$ cat src/rtl/grad_descent_ctrl.sv
// grad_descent_ctrl
// Iteration sequencer for the 4-D gradient-descent datapath. It owns the Q8.8
// parameter registers, runs the datapath start/done handshake once per
// iteration and applies a saturating update p -= diff. A run stops on
// convergence, on the iteration limit, on a datapath overflow, or on abort.

module grad_descent_ctrl #(
   parameter logic [15:0] MAX_ITER = 16'd256,
   parameter logic [31:0] TOL      = 32'h00000001,
   parameter int          CNT_W    = 16
) (
   input  logic             clk,
   input  logic             rst_n,
   input  logic             start,
   input  logic             abort,
   input  logic [15:0]      a_init,
   input  logic [15:0]      b_init,
   input  logic [15:0]      c_init,
   input  logic [15:0]      d_init,
   output logic             grad_start,
   input  logic             grad_done,
   input  logic             grad_ovf,
   input  logic [31:0]      value_in,
   input  logic [31:0]      a_diff,
   input  logic [31:0]      b_diff,
   input  logic [31:0]      c_diff,
   input  logic [31:0]      d_diff,
   output logic [15:0]      a_out,
   output logic [15:0]      b_out,
   output logic [15:0]      c_out,
   output logic [15:0]      d_out,
   output logic [31:0]      value_out,
   output logic [CNT_W-1:0] iter_count,
   output logic             busy,
   output logic             done,
   output logic             converged,
   output logic             sat_flag,
   output logic             err_ovf
);

   typedef enum logic [2:0] {IDLE, LOAD, REQ, REL, UPD, CHK, FIN} state_t;

   localparam logic [CNT_W-1:0] MAX_CNT = CNT_W'(MAX_ITER);

   state_t      state, next_state;
   logic [31:0] a_dq, b_dq, c_dq, d_dq;
   logic [31:0] value_q;
   logic        ovf_q;
   logic        abort_pend;
   logic [16:0] a_upd, b_upd, c_upd, d_upd;
   logic        conv_all;

   // Q8.8 and Q24.8 share the binary point, so the subtraction needs no shift;
   // the 33-bit result is clamped to the 16-bit signed range, bit 16 flags a clamp.
   function automatic logic [16:0] sat_sub(input logic [15:0] p, input logic [31:0] d);
      logic signed [32:0] r;
      r = $signed({{17{p[15]}}, p}) - $signed({d[31], d});
      if (r > 33'sd32767)
         return {1'b1, 16'h7FFF};
      else if (r < -33'sd32768)
         return {1'b1, 16'h8000};
      else
         return {1'b0, r[15:0]};
   endfunction

   // |d| <= TOL; the most negative value has no positive twin and never qualifies.
   function automatic logic within_tol(input logic [31:0] d);
      logic [31:0] mag;
      if (d == 32'h80000000)
         return 1'b0;
      mag = d[31] ? (~d + 32'd1) : d;
      return (mag <= TOL);
   endfunction

   assign busy = (state != IDLE);

   // Candidate parameter updates and convergence test from the captured diffs.
   always_comb begin
      a_upd    = sat_sub(a_out, a_dq);
      b_upd    = sat_sub(b_out, b_dq);
      c_upd    = sat_sub(c_out, c_dq);
      d_upd    = sat_sub(d_out, d_dq);
      conv_all = within_tol(a_dq) & within_tol(b_dq) & within_tol(c_dq) & within_tol(d_dq);
   end

   // State register; reset drops straight back to IDLE.
   always_ff @(posedge clk or negedge rst_n) begin
      if (!rst_n)
         state <= IDLE;
      else
         state <= next_state;
   end

   // Next-state logic for the iteration sequence.
   always_comb begin
      next_state = state;
      case (state)
         IDLE: if (start) next_state = LOAD;
         LOAD: next_state = REQ;
         REQ:  if (grad_done) next_state = REL;
         REL:  if (!grad_done) next_state = ovf_q ? FIN : UPD;
         UPD:  next_state = CHK;
         CHK:  if (conv_all || (iter_count == MAX_CNT) || abort_pend) next_state = FIN;
               else next_state = REQ;
         FIN:  if (!start) next_state = IDLE;
         default: next_state = IDLE;
      endcase
   end

   // Datapath registers: params, captured datapath results, status and the
   // registered handshake/done strobes derived from the upcoming state.
   always_ff @(posedge clk or negedge rst_n) begin
      if (!rst_n) begin
         grad_start <= 1'b0;
         done       <= 1'b0;
         a_out      <= '0;
         b_out      <= '0;
         c_out      <= '0;
         d_out      <= '0;
         value_out  <= '0;
         iter_count <= '0;
         converged  <= 1'b0;
         sat_flag   <= 1'b0;
         err_ovf    <= 1'b0;
         a_dq       <= '0;
         b_dq       <= '0;
         c_dq       <= '0;
         d_dq       <= '0;
         value_q    <= '0;
         ovf_q      <= 1'b0;
         abort_pend <= 1'b0;
      end else begin
         grad_start <= (next_state == REQ);
         done       <= (next_state == FIN) && (state != FIN);
         if (busy && abort)
            abort_pend <= 1'b1;
         case (state)
            LOAD: begin
               a_out      <= a_init;
               b_out      <= b_init;
               c_out      <= c_init;
               d_out      <= d_init;
               value_out  <= '0;
               iter_count <= '0;
               converged  <= 1'b0;
               sat_flag   <= 1'b0;
               err_ovf    <= 1'b0;
               abort_pend <= 1'b0;
            end
            REQ: begin
               if (grad_done) begin
                  a_dq    <= a_diff;
                  b_dq    <= b_diff;
                  c_dq    <= c_diff;
                  d_dq    <= d_diff;
                  value_q <= value_in;
                  ovf_q   <= grad_ovf;
               end
            end
            REL: begin
               if (!grad_done && ovf_q)
                  err_ovf <= 1'b1;
            end
            UPD: begin
               a_out      <= a_upd[15:0];
               b_out      <= b_upd[15:0];
               c_out      <= c_upd[15:0];
               d_out      <= d_upd[15:0];
               value_out  <= value_q;
               iter_count <= iter_count + CNT_W'(1);
               if (a_upd[16] | b_upd[16] | c_upd[16] | d_upd[16])
                  sat_flag <= 1'b1;
            end
            CHK: converged <= conv_all;
            default: ;
         endcase
      end
   end

endmodule

$ cat config.mk
export PLATFORM = sky130hd
export DESIGN_NAME = grad_descent_ctrl
export DESIGN_NICKNAME = d
export VERILOG_FILES = /design/src/rtl/grad_descent_ctrl.sv
export SDC_FILE = /design/constraint.sdc
export NUM_CORES = 1
export LEC_CHECK = 0
export BUFFER_PORTS_ARGS = -buffer_cell sky130_fd_sc_hd__buf_2
export CAP_MARGIN = 20
export CORE_MARGIN = 3
export CORE_UTILIZATION = 63
export DETAILED_ROUTE_END_ITERATION = 16
export PLACE_DENSITY = 0.88
export SYNTH_ARGS = -nofsm -noshare
export SYNTH_HDL_FRONTEND = slang
export SYNTH_SLANG_ARGS = --single-unit
$ cat constraint.sdc
create_clock -name clk -period 7.4 [get_ports clk]
set_input_delay 1.48 -clock clk [delete_from_list [all_inputs] [get_ports clk]]
set_output_delay 1.48 -clock clk [all_outputs]
set_load 0.005 [all_outputs]
==> impl_metrics.csv <==
group,metric,value,unit
timing,slew_headroom,24.61,%
job,drv_cap,0,
finish,multi_input_area,0.01467,mm2
synthesis,synth_edf_count,0,
die,die_w,196.7,um
timing,period_share,72.83,%
synthesis,synth-seq-cells,282,
drt,vias_per_cell,6.772,
finish,layout_common_cells,"nand2_1 (401), buf_2 (347), o21ai_0 (291)",
worst_hold_path,min_path_type,"reg2reg",
drt,drc,0,
drt,wl,79570,um
finish,area_delta_synth_final,13.42,%
synthesis,ys.flop_type,"dfrtp_1",
finish,drive_above_1_share,16.28,%
critical_path,reg2reg_to,"done$_DFF_PN0_",
synthesis,yosys-top-cells-area,"dfrtp_1 (31%), ha_1 (7.3%), nand2_1 (6.6%)",
clocking,holdBufCountCts,0,
synthesis,synthArstFlopShare,100.0,%
synthesis,ys_warn_count,0,
timing,finalSetupTns,0,ns
finish,final_common_cell,"nand2_1",
synthesis,avgSynthCellArea,7.949,um2
timing,rsz0062_at_grt,"no",
global_route,grt_max_degree,176,
synthesis,synthCells,2881,
critical_path,cp_data_required_time,7.87,ns
critical_path,r2r_cells,12,
die,dieArea,0.03867,mm2
worst_hold_path,worstHoldPathCells,1,
critical_path,setup.worst_path.start,"a_dq[1]$_DFFE_PN0P_",
worst_hold_path,hp-start,"value_out[17]$_DFFE_PN0P_",
synthesis,syn_nets,3249,
drt,vias,24568,
clocking,clk_pin_slew_worst_paths,0.06,ns
critical_path,crit_type,"reg2reg",
timing,fin_crit,5.390,ns
synthesis,synth_cell_types,94,
timing,drv_slew,0,
die,initial_core_util,64.23,%
drt,dr.pass1.iters,6,
critical_path,startpoint_type,"flip-flop",
finish,fillers,2782,
clocking,postCtsSetupRepairBufs,0,
global_route,antenna_found_initial,8,
clocking,cts.path.max_buffers,3,
critical_path,cp_max_fo,8,
clocking,ctsHtreeMaxLevel,2,
die,num_rows,69,
synthesis,synth.largest_area_cell,"dfrtp_1",
critical_path,rrSetupSlack,2.01,ns
clocking,cts_tree,"done",
timing,setup_viol,0,
die,core_area,0.03566,mm2
placed_design,io_buffers,347,
global_route,globalRouteTotalUtil,39.68,%
critical_path,r2r-start,"a_dq[1]$_DFFE_PN0P_",
clocking,cts-root-buf,"clkbuf_16",
critical_path,crit_path_end_kind,"flip-flop",
clocking,clock-sinks,282,
timing,finalClockSkew,0.02239,ns
clocking,cts_resized,0,
drt,drtAntennaViolNets,0,
global_route,grt_pass1_vias,23496,
clocking,clock_latency,0.57,ns
finish,seqCellArea,0.007057,mm2
synthesis,yosysTopAreaCellShare,30.81,%
placed_design,place.gp.congestion,0.9984,
finish,num-nets-final,3506,
timing,clock.fmax,0.1855,GHz
clocking,cts_buffers,34,
global_route,overflow,0,
synthesis,synth.cell_area,0.02290,mm2
die,die_h,196.7,um
worst_hold_path,hold_path_end,"value_out[17]$_DFFE_PN0P_",
timing,tightest_slew,1.131,ns
synthesis,ys_seq_area_share,30.81,%
drt,drt-initial-drc-count,2620,
drt,wl_per_cell,21.93,um
placed_design,dp_hpwl,59610,um
global_route,grt_pass1_wl,124100,um
die,io-pin-count,348,
run_status,outcome,"completed",
critical_path,crit_arrival,5.86,ns
timing,finalHoldViolations,0,
==> through the flow <==
step	cells	cell area (um2)	hold WS (ns)	utilization [%]	setup WS (ns)
2_1_floorplan	2881	22900	0.4633	-	2.878
3_3_place_gp	3559	24810	0.4768	69.59	2.296
3_5_place_dp	3560	24820	0.4773	69.60	2.162
4_1_cts	3621	25930	0.4970	72.72	2.114
5_1_grt	3626	25970	0.5066	72.84	1.836
6_report	3628	25970	0.4956	72.85	2.010
==> cells by family after synthesis <==
family / Yosys count / share of synthesized area, %
mux: 77 / 3.579
compound gates: 944 / 26.74
flops: 282 / 30.81
xor+xnor: 106 / 4.054
simple gates: 1016 / 21.91
fa+ha+maj: 138 / 7.671
buf+inv: 318 / 5.234
==> worst max-delay path by stage <==
stage | slack, ns | to | depth (start not counted)
final | 2.01 | done$_DFF_PN0_ | 12
after global routing | 1.84 | done$_DFF_PN0_ | 12
after CTS | 2.11 | done$_DFF_PN0_ | 12
after detailed placement | 2.16 | done$_DFF_PN0_ | 12
after global placement | 2.30 | done$_DFF_PN0_ | 12
after floorplan | 2.88 | done$_DFF_PN0_ | 12
==> worst max-delay path: stages (launching register included) <==
cell      delay [ns]
dfrtp_1         0.43
inv_1           0.17
ha_1            0.28
or4b_2          0.71
nor4_4          0.53
nand4_1         0.27
nor3_1          0.25
mux2i_1         0.21
a31oi_1         0.21
or4b_2          0.76
or4_1           0.53
or4_4           0.61
a221oi_2        0.32
==> cells in the mapped netlist (all sizes together), types with 12 or more instances <==
master and instances:
o21bai 18, or4 27, o31ai 27, a2111oi 13, nor4 43, mux2 39, or2 21, buf 12
and2 14, xor2 31, a211oi 41, clkbuf 130, nand4 63, nand2b 24, a21oi 181, a32oi 42
dfrtp 282, o21a 21, o2111ai 15, mux2i 38, nor3 66, nor2b 16, nand2 402, o211ai 48
xnor2 75, or3 41, nand3 66, ha 134, and3 19, a21o 56, and4 17, inv 175
a22o 35, nor2 163, a31oi 47, o21ai 293
==> sequential cells by signal (all words and copies together), names as in the netlist, 32 cells and up <==
register   cells
a_dq          32
b_dq          32
c_dq          32
d_dq          32
value_out     32
value_q       32
==> metal layers <==
| layer | part of all wire [%] | global-route usage, % | vias up |
|---|---|---|---|
| li1 | - | - | 11156 |
| met1 | 38 | 50.68 | 11595 |
| met2 | 46 | 63.79 | 1532 |
| met3 | 11 | 9.350 | 277 |
| met4 | 5.5 | 19.48 | 8 |
| met5 | 0.050 | 0 | - |
==> final cells by class <==
| class | instances | area share [%] |
|---|---|---|
| clock buffers | 45 | 3.748 |
| repair buffers | 363 | 7.274 |
| well taps | 461 | 2.221 |
| inverters | 176 | 2.543 |
| diodes | 4 | 0.03854 |
| multi-input cells | 2281 | 56.47 |
| clock inverters | 16 | 0.5347 |
| flip-flops and latches | 282 | 27.17 |
Power is left out: the tool's default activity adds up to more than one toggle a clock period on the data nets, which glitch-free logic cannot reach.
